--- src/rtl/left_shift_expander_pkg.sv ---
// -----------------------------------------------------------------------------
// left_shift_expander_pkg
//
// Shared definitions for the int8 <-> int32 conversion blocks: default lane
// and shift widths, the tile-control state encoding and the signed 32-bit
// saturation limits (the same limits the requantizer clamps to).
//
// No ports (package).
// -----------------------------------------------------------------------------
package left_shift_expander_pkg;

  localparam int DEF_IN_WIDTH    = 8;
  localparam int DEF_OUT_WIDTH   = 32;
  localparam int DEF_SHIFT_WIDTH = 5;
  localparam int DEF_LANES       = 4;
  localparam int DEF_TILE_LEN    = 64;

  // Signed saturation limits for the default output width.
  localparam logic [DEF_OUT_WIDTH-1:0] OUT_MAX = {1'b0, {(DEF_OUT_WIDTH-1){1'b1}}};
  localparam logic [DEF_OUT_WIDTH-1:0] OUT_MIN = {1'b1, {(DEF_OUT_WIDTH-1){1'b0}}};

  // Tile control states.
  typedef enum logic [1:0] {
    ST_IDLE  = 2'd0,
    ST_RUN   = 2'd1,
    ST_DRAIN = 2'd2
  } state_e;

endpackage

--- src/rtl/left_shift_expander_lane.sv ---
// -----------------------------------------------------------------------------
// lane_left_shift
//
// Combinational expansion of one signed lane: sign-extend the input to
// IN_WIDTH + 2^SHIFT_WIDTH bits (wide enough that no shift amount can lose
// bits), arithmetic left shift, then reduce to OUT_WIDTH bits.
//
// Configuration macro: LEFT_SHIFT_SAT_EN
//   defined   : out-of-range results clamp to the signed OUT_WIDTH limits
//   undefined : result is the low OUT_WIDTH bits of the shifted value (wrap)
//
// Ports:
//   lane_in  [IN_WIDTH-1:0]    signed input lane
//   shamt    [SHIFT_WIDTH-1:0] left-shift amount
//   lane_out [OUT_WIDTH-1:0]   signed expanded result
// -----------------------------------------------------------------------------
module lane_left_shift
  import left_shift_expander_pkg::*;
#(
  parameter int IN_WIDTH    = DEF_IN_WIDTH,
  parameter int OUT_WIDTH   = DEF_OUT_WIDTH,
  parameter int SHIFT_WIDTH = DEF_SHIFT_WIDTH
) (
  input  logic [IN_WIDTH-1:0]    lane_in,
  input  logic [SHIFT_WIDTH-1:0] shamt,
  output logic [OUT_WIDTH-1:0]   lane_out
);

  // Width that holds any input shifted by the largest shift amount.
  localparam int EXT_WIDTH = IN_WIDTH + (2 ** SHIFT_WIDTH);

  logic signed [EXT_WIDTH-1:0] ext_s;
  logic signed [EXT_WIDTH-1:0] shl_s;

  assign ext_s = {{(EXT_WIDTH-IN_WIDTH){lane_in[IN_WIDTH-1]}}, lane_in};
  assign shl_s = ext_s <<< shamt;

`ifdef LEFT_SHIFT_SAT_EN

  localparam logic [OUT_WIDTH-1:0] SAT_MAX = {1'b0, {(OUT_WIDTH-1){1'b1}}};
  localparam logic [OUT_WIDTH-1:0] SAT_MIN = {1'b1, {(OUT_WIDTH-1){1'b0}}};

  // Bits from the output sign bit upward must all match for the result to fit.
  logic [EXT_WIDTH-OUT_WIDTH:0] top_bits_s;
  logic                         fits_s;

  assign top_bits_s = shl_s[EXT_WIDTH-1:OUT_WIDTH-1];
  assign fits_s     = (&top_bits_s) | ~(|top_bits_s);

  // Clamp on overflow; the wide sign bit is the true sign of the result.
  always_comb begin
    lane_out = shl_s[OUT_WIDTH-1:0];
    if (fits_s) begin
      lane_out = shl_s[OUT_WIDTH-1:0];
    end else if (shl_s[EXT_WIDTH-1]) begin
      lane_out = SAT_MIN;
    end else begin
      lane_out = SAT_MAX;
    end
  end

`else

  // Modular wrap: upper bits are intentionally dropped.
  logic unused_hi_s;

  assign lane_out    = shl_s[OUT_WIDTH-1:0];
  assign unused_hi_s = ^shl_s[EXT_WIDTH-1:OUT_WIDTH];

`endif

endmodule

--- src/rtl/left_shift_expander.sv ---
// -----------------------------------------------------------------------------
// left_shift_expander
//
// Streaming dequantizer: expands tiles of packed signed IN_WIDTH lanes to
// signed OUT_WIDTH lanes by an arithmetic left shift latched once per tile.
// Two-stage valid/ready pipeline (input register, result register) with a
// per-tile beat counter that tags the final beat of each tile.
//
// Configuration macro: LEFT_SHIFT_SAT_EN (saturating overflow when defined,
// modular wrap otherwise; handled inside lane_left_shift).
//
// Ports:
//   clk, rst       clock, asynchronous active-high reset
//   cfg_shift      shift amount, captured with cfg_load while idle
//   cfg_load       start-of-tile pulse (ignored unless idle)
//   s_valid/s_ready/s_data   input beat handshake, LANES x IN_WIDTH
//   m_valid/m_ready/m_data   output beat handshake, LANES x OUT_WIDTH
//   m_last         marks the final beat of a tile
//   busy           tile in progress (RUN or DRAIN)
// -----------------------------------------------------------------------------
module left_shift_expander
  import left_shift_expander_pkg::*;
#(
  parameter int IN_WIDTH    = DEF_IN_WIDTH,
  parameter int OUT_WIDTH   = DEF_OUT_WIDTH,
  parameter int SHIFT_WIDTH = DEF_SHIFT_WIDTH,
  parameter int LANES       = DEF_LANES,
  parameter int TILE_LEN    = DEF_TILE_LEN
) (
  input  logic                       clk,
  input  logic                       rst,
  input  logic [SHIFT_WIDTH-1:0]     cfg_shift,
  input  logic                       cfg_load,
  input  logic                       s_valid,
  output logic                       s_ready,
  input  logic [LANES*IN_WIDTH-1:0]  s_data,
  output logic                       m_valid,
  input  logic                       m_ready,
  output logic [LANES*OUT_WIDTH-1:0] m_data,
  output logic                       m_last,
  output logic                       busy
);

  localparam int              CNT_W    = (TILE_LEN > 1) ? $clog2(TILE_LEN) : 1;
  localparam logic [CNT_W-1:0] LAST_CNT = CNT_W'(TILE_LEN - 1);

  state_e                     state_r;
  state_e                     state_nxt_s;
  logic                       busy_r;
  logic [SHIFT_WIDTH-1:0]     shift_r;
  logic [CNT_W-1:0]           cnt_r;

  logic                       s1_valid_r;
  logic                       s1_last_r;
  logic [LANES*IN_WIDTH-1:0]  s1_data_r;

  logic                       m_valid_r;
  logic                       m_last_r;
  logic [LANES*OUT_WIDTH-1:0] m_data_r;
  logic [LANES*OUT_WIDTH-1:0] lane_out_s;

  logic                       s2_adv_s;
  logic                       accept_s;
  logic                       last_beat_s;
  logic                       tile_done_s;

  // Stage 2 can take new data when empty or when its beat leaves this cycle.
  assign s2_adv_s    = ~m_valid_r | m_ready;
  // Stage 1 accepts when empty or when its beat moves into stage 2.
  assign s_ready     = (state_r == ST_RUN) & (~s1_valid_r | s2_adv_s);
  assign accept_s    = s_valid & s_ready;
  assign last_beat_s = (cnt_r == LAST_CNT);
  assign tile_done_s = m_valid_r & m_ready & m_last_r;

  // Next-state logic for tile control.
  always_comb begin
    state_nxt_s = state_r;
    case (state_r)
      ST_IDLE: begin
        if (cfg_load) begin
          state_nxt_s = ST_RUN;
        end else begin
          state_nxt_s = ST_IDLE;
        end
      end
      ST_RUN: begin
        if (accept_s && last_beat_s) begin
          state_nxt_s = ST_DRAIN;
        end else begin
          state_nxt_s = ST_RUN;
        end
      end
      ST_DRAIN: begin
        if (tile_done_s) begin
          state_nxt_s = ST_IDLE;
        end else begin
          state_nxt_s = ST_DRAIN;
        end
      end
      default: begin
        state_nxt_s = ST_IDLE;
      end
    endcase
  end

  // State register and registered busy flag (tracks the next state).
  always_ff @(posedge clk or posedge rst) begin
    if (rst) begin
      state_r <= ST_IDLE;
      busy_r  <= 1'b0;
    end else begin
      state_r <= state_nxt_s;
      busy_r  <= (state_nxt_s != ST_IDLE);
    end
  end

  // Per-tile shift latch and beat counter; shift only loads while idle.
  always_ff @(posedge clk or posedge rst) begin
    if (rst) begin
      shift_r <= {SHIFT_WIDTH{1'b0}};
      cnt_r   <= {CNT_W{1'b0}};
    end else if ((state_r == ST_IDLE) && cfg_load) begin
      shift_r <= cfg_shift;
      cnt_r   <= {CNT_W{1'b0}};
    end else if (accept_s) begin
      cnt_r   <= cnt_r + CNT_W'(1);
    end
  end

  // Stage 1: raw input beat plus its end-of-tile tag.
  always_ff @(posedge clk or posedge rst) begin
    if (rst) begin
      s1_valid_r <= 1'b0;
      s1_last_r  <= 1'b0;
      s1_data_r  <= {(LANES*IN_WIDTH){1'b0}};
    end else if (accept_s) begin
      s1_valid_r <= 1'b1;
      s1_last_r  <= last_beat_s;
      s1_data_r  <= s_data;
    end else if (s1_valid_r && s2_adv_s) begin
      s1_valid_r <= 1'b0;
    end
  end

  // Shift/saturate units between stage 1 and stage 2.
  for (genvar i = 0; i < LANES; i++) begin : g_lane
    lane_left_shift #(
      .IN_WIDTH    (IN_WIDTH),
      .OUT_WIDTH   (OUT_WIDTH),
      .SHIFT_WIDTH (SHIFT_WIDTH)
    ) u_lane (
      .lane_in  (s1_data_r[i*IN_WIDTH +: IN_WIDTH]),
      .shamt    (shift_r),
      .lane_out (lane_out_s[i*OUT_WIDTH +: OUT_WIDTH])
    );
  end

  // Stage 2: registered output beat; holds while stalled by m_ready.
  always_ff @(posedge clk or posedge rst) begin
    if (rst) begin
      m_valid_r <= 1'b0;
      m_last_r  <= 1'b0;
      m_data_r  <= {(LANES*OUT_WIDTH){1'b0}};
    end else if (s2_adv_s) begin
      m_valid_r <= s1_valid_r;
      m_last_r  <= s1_valid_r & s1_last_r;
      if (s1_valid_r) begin
        m_data_r <= lane_out_s;
      end
    end
  end

  assign m_valid = m_valid_r;
  assign m_last  = m_last_r;
  assign m_data  = m_data_r;
  assign busy    = busy_r;

endmodule

--- config.mk ---
export PLATFORM = sky130hd
export DESIGN_NAME = left_shift_expander
export DESIGN_NICKNAME = d
export VERILOG_FILES = /design/src/rtl/left_shift_expander_pkg.sv /design/src/rtl/left_shift_expander_lane.sv /design/src/rtl/left_shift_expander.sv
export SDC_FILE = /design/constraint.sdc
export NUM_CORES = 1
export LEC_CHECK = 0
export ABC_CLOCK_PERIOD_IN_PS = 11330
export BUFFER_PORTS_ARGS = -buffer_cell sky130_fd_sc_hd__buf_2
export CAP_MARGIN = 20
export CORE_MARGIN = 2
export CORE_UTILIZATION = 25
export DETAILED_ROUTE_END_ITERATION = 6
export PLACE_DENSITY = 0.49
export SLEW_MARGIN = 5
export SYNTH_ARGS = -nofsm -noshare
export SYNTH_HDL_FRONTEND = slang
export SYNTH_SLANG_ARGS = --single-unit
export TNS_END_PERCENT = 1
--- constraint.sdc ---
create_clock -name clk -period 11.33 [get_ports clk]
set_input_delay 1.6995 -clock clk [delete_from_list [all_inputs] [get_ports clk]]
set_output_delay 1.6995 -clock clk [all_outputs]
set_load 0.03 [all_outputs]
# Word level (Yosys, flattened, before mapping)
# Index checks and enable logic that the tools add are counted.
# totals
reg_bits	178
input_bits	42
output_inout_bits	132
# classes
add_sub_neg	1
n_eq_ne	3
n_shift	4
mux	8
bitwise	9
n_reduce_logical	8
# op_table
op	n
<<< shifter 8 x 5 -> 32 bit	4
2-to-1 mux 6 bit	2
adder 6 x 1 -> 6 bit, second input constant	1
== test 6 bit, second input constant	1
one-hot mux 2 bit (3 select lines)	1
nonzero test 2 bit	3
AND 1 bit	5
2-to-1 mux 2 bit	2
logical AND 1 bit	3
2-to-1 mux 1 bit	3
== test 2 x 1 -> 1 bit, second input constant	1
== test 2 bit, second input constant	1
zero test 2 bit	1
NOT 1 bit	2
bitwise OR 1 bit	2
AND reduction 2 bit	1

# Depth between registers and ports, before layout
# Gate-level depths: netlist (run 1).
# depth
ltp_word	9
ltp_mapped	9
mapped_depth_nobuf	5

# By module
# Synthesis (run 1) repeated with hierarchy kept, for this count alone.
# unflattened
hier_cells	892
area_unflattened_um2	10192.3
# modules_own_cells
mod	instances	cells_per_inst	area_per_inst_um2	seq_area_each_um2
left_shift_expander	1	424	7014.2	4454.3
lane_left_shift	4	117	794.5	0.0

# Least setup slack after synthesis (run 1)
# OpenSTA, ideal clock, no wires.
# synth_timing
kind	input to output
startpoint	in m_ready
endpoint	out s_ready
arrival_time_ns	2.137
setup_slack_ns	7.494
path_stages	2
path_cell_list	nand3b_1 -> and2_1
# synth_between
elab_chain_len	3
# synth_rtl
element	line	source
start, declared	left_shift_expander.sv:38	input logic m_ready,
bitwise OR 1 bit	left_shift_expander.sv:68	assign s2_adv_s = ~m_valid_r | m_ready;
bitwise OR 1 bit	left_shift_expander.sv:70	assign s_ready = (state_r == ST_RUN) & (~s1_valid_r | s2_adv_s);
AND 1 bit	left_shift_expander.sv:70	
end, declared	left_shift_expander.sv:35	output logic s_ready,
# No other way between the ends.

# Final worst setup path (run 1)
# Ends and elaborated chain as after synthesis.

==> results of run 1 <==
==> metrics by stage <==
stage / power [mW] / util
3_3_place_gp: 2.83 / 0.284
6_report: 3.46 / 0.301
4_1_cts: 3.47 / 0.301
2_1_floorplan: 2.25 / -
5_1_grt: 3.64 / 0.301
3_5_place_dp: 2.84 / 0.284
==> layout make-up <==
cell class / instances / area [µm²]
clock buffers: 19 / 433
clock inverters: 13 / 170
fillers: 3865 / 25500
inverters: 8 / 35.0
multi-input cells: 665 / 4300
flip-flops and latches: 178 / 4460
well taps: 468 / 586
repair buffers: 186 / 963
==> layer usage <==
| metal | global-route usage | wire length [µm] | vias up |
|---|---|---|---|
| met4 | 0.0480 | 663 | 0 |
| met3 | 0.0321 | 2000 | 38 |
| met1 | 0.259 | 16100 | 3851 |
| met2 | 0.277 | 15500 | 304 |
| met5 | 0 | 0 | - |
| li1 | - | - | 3638 |
==> layout by cell type, fill, tap and decap left out, drive strengths merged, types with 9 or more instances in the layout <==
master	instances
a211oi	20
a21oi	47
a22o	37
buf	186
clkbuf	19
dfrtp	178
inv	13
mux2	21
mux2i	52
nand2	177
nand3	11
nor2	56
nor2b	12
nor3	11
o21ai	68
o221a	22
or3	9
==> worst max-delay path, delay by kind of cell <==
family        cells  cell delay, ns
buf+inv           2            0.30
simple gates      2            0.38
==> how the worst max path moves through the flow <==
| stage | to | cells after the start |
|---|---|---|
| after floorplan | busy | 1 |
| after global placement | s_ready | 4 |
| after detailed placement | s_ready | 4 |
| after CTS | s_ready | 4 |
| after global routing | s_ready | 4 |
| final | s_ready | 4 |
==> cell families (layout without fill, tap and decap cells) <==
group / Yosys count / in the layout / share of synthesized area
fa+ha+maj: 1 / 1 / 0.00136
mux: 81 / 81 / 0.103
compound gates: 270 / 270 / 0.209
simple gates: 308 / 308 / 0.148
buf+inv: 83 / 226 / 0.0502
flops: 178 / 178 / 0.484
xor+xnor: 5 / 5 / 0.00476
==> sequential cells by signal (all words and copies together) (netlist names) <==
register,flops
state_r,2
s1_valid_r,1
s1_data_r,32
m_last,1
m_valid,1
s1_last_r,1
shift_r,5
cnt_r,6
m_data,128
busy,1
==> cells in the mapped netlist (6+ instances only) <==
master / instances / area share
o21ai_0: 65 / 0.035
nand2_1: 176 / 0.072
a22o_1: 35 / 0.033
nor3_1: 10 / 0.0054
clkbuf_1: 43 / 0.018
buf_2: 13 / 0.0071
a22oi_1: 6 / 0.0049
o21a_1: 6 / 0.0049
a211oi_1: 20 / 0.016
o221a_2: 22 / 0.027
inv_1: 7 / 0.0029
nor2b_1: 12 / 0.0082
mux2i_1: 52 / 0.057
nor2_1: 54 / 0.022
nand3_1: 11 / 0.0060
dfrtp_1: 178 / 0.48
a221o_1: 7 / 0.0076
a32oi_1: 6 / 0.0057
buf_6: 8 / 0.0098
o211ai_1: 8 / 0.0065
a21oi_1: 47 / 0.026
or3_1: 9 / 0.0061
mux2_2: 20 / 0.024
mux4_2: 7 / 0.017
o22ai_1: 8 / 0.0054
==> power groups by stage <==
stage / clock network (mW) / registers, mW / logic, mW
3_3_place_gp: 0 / 1.12 / 1.71
3_5_place_dp: 0 / 1.12 / 1.72
6_report: 0.622 / 1.11 / 1.72
5_1_grt: 0.662 / 1.14 / 1.84
2_1_floorplan: 0 / 1.43 / 0.826
4_1_cts: 0.635 / 1.11 / 1.72
==> results.md, run 1 <==
* Status: finished clean
* TritonCTS Buffers at 17
* Tcrit/Tclk final at 0.360
* Post-place instance area at 10300 µm²
* # setup viols final at 0
* Slew Limit Fails at 0
* Ys flop type: dfrtp_1
* DIE AREA at 38300 µm²
* Total Wirelength at 34300 µm
* Synth async-reset ratio at 1.00
* PostCTS Resize Cnt at 0
* Via count at 7831
* Die Height at 196 µm
* Cells after Synth at 926
* Slowest CP cell: nand3b_1
* Design area at 10900 µm²
* Final hold vios at 0
* Worst Max-Slew Pin Slew at 0.957 ns
* Cells after DPL at 1505
* Hold path endpoint: m_data[76]
* Hold buffers post-CTS at 0
* Sequential power share at 0.322
* Worst Path Max Fanout at 4
* Synth unique cells at 71
* Setup TNS at 0 ns
* Post-Syn Nets at 969
* Initial antenna violation count at 0
* I/O Buffers at 173
* Crit. End Element: primary output
* Clock power frac at 0.180
* Number of setup buffers added after CTS at 0
* Vias in the first global route at 7633
* Max IR drop VDD at 0.128 mV
* I/O pins at 174
* Min-delay src: m_data[76]
* CP Launch Type: primary input
* CTS tree: yes
* Critical path required time at 9.63 ns
* DIE WIDTH at 196 µm
* First-pass GRT wire length at 51300 µm
* Hold path depth at 2
* Hold Worst Slack at 0.480 ns
* Largest net degree at the start of global routing at 71
* DR WL/cell at 22.3 µm
* Slew HR at 0.362
* Starting Density at 0.252
* Combinational power share at 0.498
* CTS root buf: clkbuf_16
* Pre-CTS WS at 7.25 ns
* Clk_skew at 0.0152 ns
* Switching pwr at 1.70 mW
* Internal power at 1.76 mW
* Mapped Area at 9200 µm²
* Clock sinks at 178
* Hold Crit Class: reg -> reg
* GR Util All Layers at 0.180
* WP data arrival at 2.38 ns
* Nets at 1099
* Clock Path Buffers at 2
* DRT Pass-1 Iters at 6
* Crit-path cells: buf_2 -> nand3b_1 -> and2_1 -> buf_2
* Vias/cell at 5.09
* Remaining global-route overflow at 0
* Sequential element share of the synthesized area at 0.484
* Ratio of cells with drive above 1 in the final layout at 0.268
* Critical R2R Launch: shift_r[1]
* R2r worst-path depth at 6
* H-tree Lvls at 4
* Yosys warns at 0
* Placer Congestion at 0.895
* Layout Cells excl Fill at 1537
* Worst-Skew Late Latency at 0.44 ns
* Residual DRC count at 0
* ANT nets after route at 0
* Largest stage delay, worst path at 0.21 ns
* Reg2reg setup slack at 8.18 ns
* Fin worst setup slack at 7.25 ns
* RSZ-0062 raised after global routing: no
* Area grow syn2layout at 19.0%
* Syn_area_per_cell at 9.93 µm²
* 1st-iter DRT viols at 849
* Core Box Area at 36400 µm²
* Reg2Reg Capture Point: m_data[78]
* Min Tclk post-route at 4.08 ns
* Row cnt at 70
* Sw Share at 0.491
* Maximum clock frequency at 245 MHz
* Crit Path Class: in -> out
* Max Cap Viol at 0
* Post-DP HPWL at 25100 µm
* Number of synthesized flops with an enable pin at 0
* Yosys reg bits at 178
* Pleak at 5.11 nW
* Critical path origin: m_ready
* Worst path most repeated cell: buf_2
* Diodes inserted at 0
* Worst-path clk slew at 0.07 ns
* Cell Pwr Density at 316 nW/µm²
No activity file was read; power rests on OpenSTA's default activity.
==> run 2: changes to the inputs <==
--- a/config.mk
+++ b/config.mk
@@ -5,7 +5,8 @@
 export SDC_FILE = /design/constraint.sdc
 export NUM_CORES = 1
 export LEC_CHECK = 0
-export ABC_CLOCK_PERIOD_IN_PS = 11330
+export ABC_AREA = 1
+export ABC_CLOCK_PERIOD_IN_PS = 3900
 export BUFFER_PORTS_ARGS = -buffer_cell sky130_fd_sc_hd__buf_2
 export CAP_MARGIN = 20
 export CORE_MARGIN = 2
==> constraint.sdc (replaced) <==
create_clock -name clk -period 3.9 [get_ports clk]
set_input_delay 0.585 -clock clk [delete_from_list [all_inputs] [get_ports clk]]
set_output_delay 0.585 -clock clk [all_outputs]
set_load 0.03 [all_outputs]
==> results.md, run 2 <==
* Commonest non-fill, non-tap cell in the layout: nand2_1
* Maximum clock frequency at 433 MHz
* DRT Pass-1 Iters at 7
* Max FFs per register at 128
* Setup TNS at 0 ns
* Reg2Reg Capture Point: m_data[16]
* RSZ-0062 raised after global routing: no
* Area leader, netlist: dfrtp_1
* Area share of the largest cell type after synthesis at 0.484
* Number of setup buffers added after CTS at 0
* Final hold vios at 0
* Worst-Skew Late Latency at 0.45 ns
* Critical path required time at 4.29 ns
* Crit. End Element: register
* DR WL/cell at 17.9 µm
* Worst Path Max Fanout at 37
* Clock Path Buffers at 2
* Starting Density at 0.252
* Pleak at 5.67 nW
* Number of synthesized flops with an enable pin at 0
* Multi-input logic area at 4150 µm²
* CP Launch Type: register
* R2r worst-path depth at 8
* Worst-path clk slew at 0.07 ns
* Core Box Area at 36400 µm²
* Sequential element share of the synthesized area at 0.484
* 1st-iter DRT viols at 702
* CTS tree: yes
* Yosys reg bits at 178
* Register area at 4460 µm²
* Cell Pwr Density at 901 nW/µm²
* Vias in the first global route at 8452
* I/O pins at 174
* Row cnt at 70
* Cells after Synth at 1208
* Slew HR at 0.438
* # setup viols final at 0
* WP data arrival at 2.70 ns
* Die Height at 196 µm
* Placer Congestion at 0.881
* Clock sinks at 178
* # fillers at 4038
* Fin util at 0.302
* Synth async-reset ratio at 1.00
* H-tree Lvls at 4
* Hold buffers post-CTS at 0
* Ratio of cells with drive above 1 in the final layout at 0.206
* Mapped Area at 9200 µm²
* Min Tclk post-route at 2.31 ns
* Count leader, synth: nand2_1
* Initial antenna violation count at 2
* Total Wirelength at 32800 µm
* Crit Path Class: reg -> reg
* Clk_skew at 0.0156 ns
* Layout Cells excl Fill at 1827
* Vias/cell at 4.65
* Ys flop type: dfrtp_1
* Max IR drop VDD at 0.354 mV
* PostCTS Resize Cnt at 0
* Design area at 11000 µm²
* Reg2reg setup slack at 1.59 ns
* Largest net degree at the start of global routing at 63
* Worst Max-Slew Pin Slew at 0.842 ns
* Largest cells by area after synthesis: dfrtp_1 48%, nand2_1 19%, nand3_1 10%, a21oi_1 3.6%, nor2_1 2.7%
* Remaining global-route overflow at 0
* Cells after DPL at 1793
* Post-DP HPWL at 23800 µm
* Via count at 8493
* I/O Buffers at 173
* Power, Total at 9.93 mW
* Most frequent cells in the layout: 466 x nand2_1, 188 x nand3_1, 177 x dfrtp_1, 173 x buf_2, 67 x a21oi_1
* Hold Crit Class: in -> async
* CTS root buf: clkbuf_16
* ANT nets after route at 0
* Tcrit/Tclk final at 0.593
* Yosys warns at 0
* Syn_area_per_cell at 7.61 µm²
* List of most frequent post-synthesis cells: 466 x nand2_1, 188 x nand3_1, 178 x dfrtp_1
* Nets at 1387
* Post-place instance area at 10400 µm²
* TritonCTS Buffers at 17
* DIE AREA at 38300 µm²
* Residual DRC count at 0
* Critical R2R Launch: shift_r[0]
* Post-Syn Nets at 1251
* GR Util All Layers at 0.175
* Area grow syn2layout at 19.8%
* DIE WIDTH at 196 µm
* First-pass GRT wire length at 51000 µm
* Synth unique cells at 32
* Status: finished clean
* Slew Limit Fails at 0
* Max Cap Viol at 0
## run 2: worst max path at each step
stage / slack [ns] / endpoint / depth (start not counted) / startpoint
2_1_floorplan: 1.03 / busy / 1 / rst
3_3_place_gp: 1.34 / m_data[96] / 7 / m_ready
3_5_place_dp: 1.42 / cnt_r[5] / 10 / m_ready
4_1_cts: 1.60 / m_data[16] / 8 / shift_r[0]
5_1_grt: 1.39 / m_data[21] / 10 / shift_r[0]
6_report: 1.59 / m_data[16] / 8 / shift_r[0]
## run 2: critical path: stages, from the launching register on
cell	delay, ns
dfrtp_1	0.36
buf_4	0.25
inv_2	0.52
nand3_1	0.34
nor2_1	0.18
nand2_1	0.14
a21oi_1	0.19
o21ai_0	0.18
nand2_1	0.09
## run 2: stage by stage
step | hold slack (ns) | setup WS (ns)
2_1_floorplan | 0.471 | 1.03
3_3_place_gp | 0.459 | 1.34
3_5_place_dp | 0.461 | 1.42
4_1_cts | 0.231 | 1.60
5_1_grt | 0.257 | 1.39
6_report | 0.220 | 1.59
## run 2: layout make-up
class | count | share of cell area
flip-flops and latches | 178 | 0.404
multi-input cells | 919 | 0.376
repair buffers | 191 | 0.0949
well taps | 468 | 0.0531
clock buffers | 17 | 0.0386
clock inverters | 15 | 0.0186
inverters | 37 | 0.0134
diodes | 2 | 0.000454
## run 2: report_power, final
part           total, mW  switching [mW]  internal [mW]
combinational       4.96            3.64           1.33
clock               1.89           0.807           1.08
sequential          3.08           0.523           2.55
total               9.93            4.97           4.96
## run 2: routing by layer
layer  global-route usage  part of all wire  up-vias
li1                     -                 -     4204
met1                0.233              0.46     4053
met2                0.294              0.48      209
met3               0.0311             0.043       27
met4               0.0460             0.016        0
met5                    0                 0        -
## run 2: kinds of logic after synthesis
family | count (synthesis) | share of synthesized area
fa+ha+maj | 1 | 0.00136
xor+xnor | 1 | 0.000953
compound gates | 145 | 0.0867
simple gates | 772 | 0.362
flops | 178 | 0.484
buf+inv | 111 | 0.0646
==> run 3: changes to the inputs <==
--- a/config.mk
+++ b/config.mk
@@ -6,7 +6,7 @@
 export NUM_CORES = 1
 export LEC_CHECK = 0
 export ABC_AREA = 1
-export ABC_CLOCK_PERIOD_IN_PS = 3900
+export ABC_CLOCK_PERIOD_IN_PS = 2400
 export BUFFER_PORTS_ARGS = -buffer_cell sky130_fd_sc_hd__buf_2
 export CAP_MARGIN = 20
 export CORE_MARGIN = 2
==> constraint.sdc (replaced) <==
create_clock -name clk -period 2.4 [get_ports clk]
set_input_delay 0.36 -clock clk [delete_from_list [all_inputs] [get_ports clk]]
set_output_delay 0.36 -clock clk [all_outputs]
set_load 0.03 [all_outputs]
==> results.md, run 3 (synthesized netlist as in run 2, its figures left out) <==
* CP Launch Type: register
* DR WL/cell at 18.6 µm
* Slew HR at 0.521
* Largest net degree at the start of global routing at 69
* DIE WIDTH at 196 µm
* Remaining global-route overflow at 0
* Max FFs per register at 128
* Residual DRC count at 0
* Critical path required time at 2.73 ns
* # setup viols final at 0
* First-pass GRT wire length at 52900 µm
* Pleak at 5.75 nW
* I/O pins at 174
* Min Tclk post-route at 1.94 ns
* Clk_skew at 0.0135 ns
* Multi-input logic area at 4150 µm²
* Max IR drop VDD at 0.474 mV
* Total Wirelength at 34000 µm
* Area grow syn2layout at 21.2%
* Placer Congestion at 0.842
* DRT Pass-1 Iters at 7
* Worst Path Max Fanout at 42
* Post-DP HPWL at 24200 µm
* 1st-iter DRT viols at 770
* Sw Share at 0.496
* GR Util All Layers at 0.181
* Largest stage delay, worst path at 0.54 ns
* Register area at 4460 µm²
* ANT nets after route at 0
* Initial antenna violation count at 0
* Most frequent cells in the layout: 466 x nand2_1, 188 x nand3_1, 177 x dfrtp_1, 173 x buf_2, 67 x a21oi_1
* Via count at 8590
* Final hold vios at 0
* Crit-path cells: inv_1 -> nor2_2 -> nand2_1 -> nand3_2 -> inv_2 -> nand3_1 -> o21ai_0 -> a21oi_1
* # fillers at 3974
* Die Height at 196 µm
* Combinational power share at 0.502
* Slowest CP cell: inv_2
* TritonCTS Buffers at 17
* H-tree Lvls at 4
* Clock sinks at 178
* Number of setup buffers added after CTS at 0
* Row cnt at 70
* Tcrit/Tclk final at 0.807
* Crit Path Class: reg -> reg
* Switching pwr at 8.17 mW
* Hold Worst Slack at 0.109 ns
* Ratio of cells with drive above 1 in the final layout at 0.209
* Vias/cell at 4.69
* Worst-Skew Late Latency at 0.44 ns
* WP data arrival at 2.26 ns
* Clock Path Buffers at 2
* Core Box Area at 36400 µm²
* Worst Max-Slew Pin Slew at 0.718 ns
* Cell Pwr Density at 1480 nW/µm²
* I/O Buffers at 173
* Hold Crit Class: in -> reg
* Sequential power share at 0.304
* Status: finished clean
* Diodes inserted at 0
* Clock power frac at 0.194
* Crit. End Element: register
* Fin util at 0.306
* Max Cap Viol at 0
* Hold buffers post-CTS at 1
* Slew Limit Fails at 0
* RSZ-0062 raised after global routing: no
* DIE AREA at 38300 µm²
* CTS root buf: clkbuf_16
* CTS tree: yes
* Maximum clock frequency at 516 MHz
* Worst-path clk slew at 0.07 ns
* Commonest non-fill, non-tap cell in the layout: nand2_1
* Vias in the first global route at 8593
* Nets at 1393
* PostCTS Resize Cnt at 0
* Internal power at 8.29 mW
* Starting Density at 0.252
==> run 3: stage by stage <==
| stage | setup WS [ns] | total power [mW] | setup TNS (ns) | cells | cell area, µm² |
|---|---|---|---|---|---|
| after floorplan | -0.241 | 10.7 | -42.83 | 1208 | 9200 |
| after global placement | 0.434 | 13.4 | 0 | 1798 | 10500 |
| after detailed placement | 0.442 | 13.4 | 0 | 1798 | 10500 |
| after CTS | 0.426 | 16.7 | 0 | 1831 | 11100 |
| after global routing | 0.236 | 17.7 | 0 | 1831 | 11100 |
| final | 0.463 | 16.5 | 0 | 1831 | 11100 |
==> run 3: final cells by class <==
| class | count | area share |
|---|---|---|
| tap | 468 | 0.0525 |
| multi-input combinational | 919 | 0.372 |
| clock inverter | 14 | 0.0199 |
| inverter | 37 | 0.0132 |
| sequential | 178 | 0.400 |
| clock buffer | 18 | 0.0394 |
| timing repair buffer | 197 | 0.103 |
==> run 3: path summary, 6_finish.rpt <==
check / start / slack, ns / cells past startpoint / to
max: m_valid / 0.46 / 8 / cnt_r[5]
max reg2reg: m_valid / 0.46 / 8 / cnt_r[5]
min reg2reg: m_data[46] / 0.47 / 2 / m_data[46]
max in group asynchronous: rst / 1.21 / 4 / shift_r[4]
min: s_data[13] / 0.11 / 3 / s1_data_r[13]
min in group asynchronous: rst / 0.46 / 3 / m_data[104]
==> run 3: power groups by stage <==
stage / sequential, mW / clock, mW / combinational (mW)
floorplan: 6.79 / 0 / 3.91
global placement: 5.07 / 0 / 8.30
detailed placement: 5.06 / 0 / 8.33
CTS: 5.02 / 3.28 / 8.36
global route: 5.17 / 3.42 / 9.07
finish: 5.00 / 3.19 / 8.26
==> run 3: per-layer routing <==
metal | GRT usage | up-vias | routed length, µm
li1 | - | 4221 | -
met1 | 0.241 | 4116 | 15500
met2 | 0.307 | 224 | 16500
met3 | 0.0282 | 29 | 1400
met4 | 0.0488 | 0 | 589
met5 | 0 | - | 0
==> run 3: critical path, delay by kind of cell, from the launching register on <==
family	cells	cell delay (ns)
compound gates	2	0.29
buf+inv	2	0.62
flops	1	0.39
simple gates	4	0.51
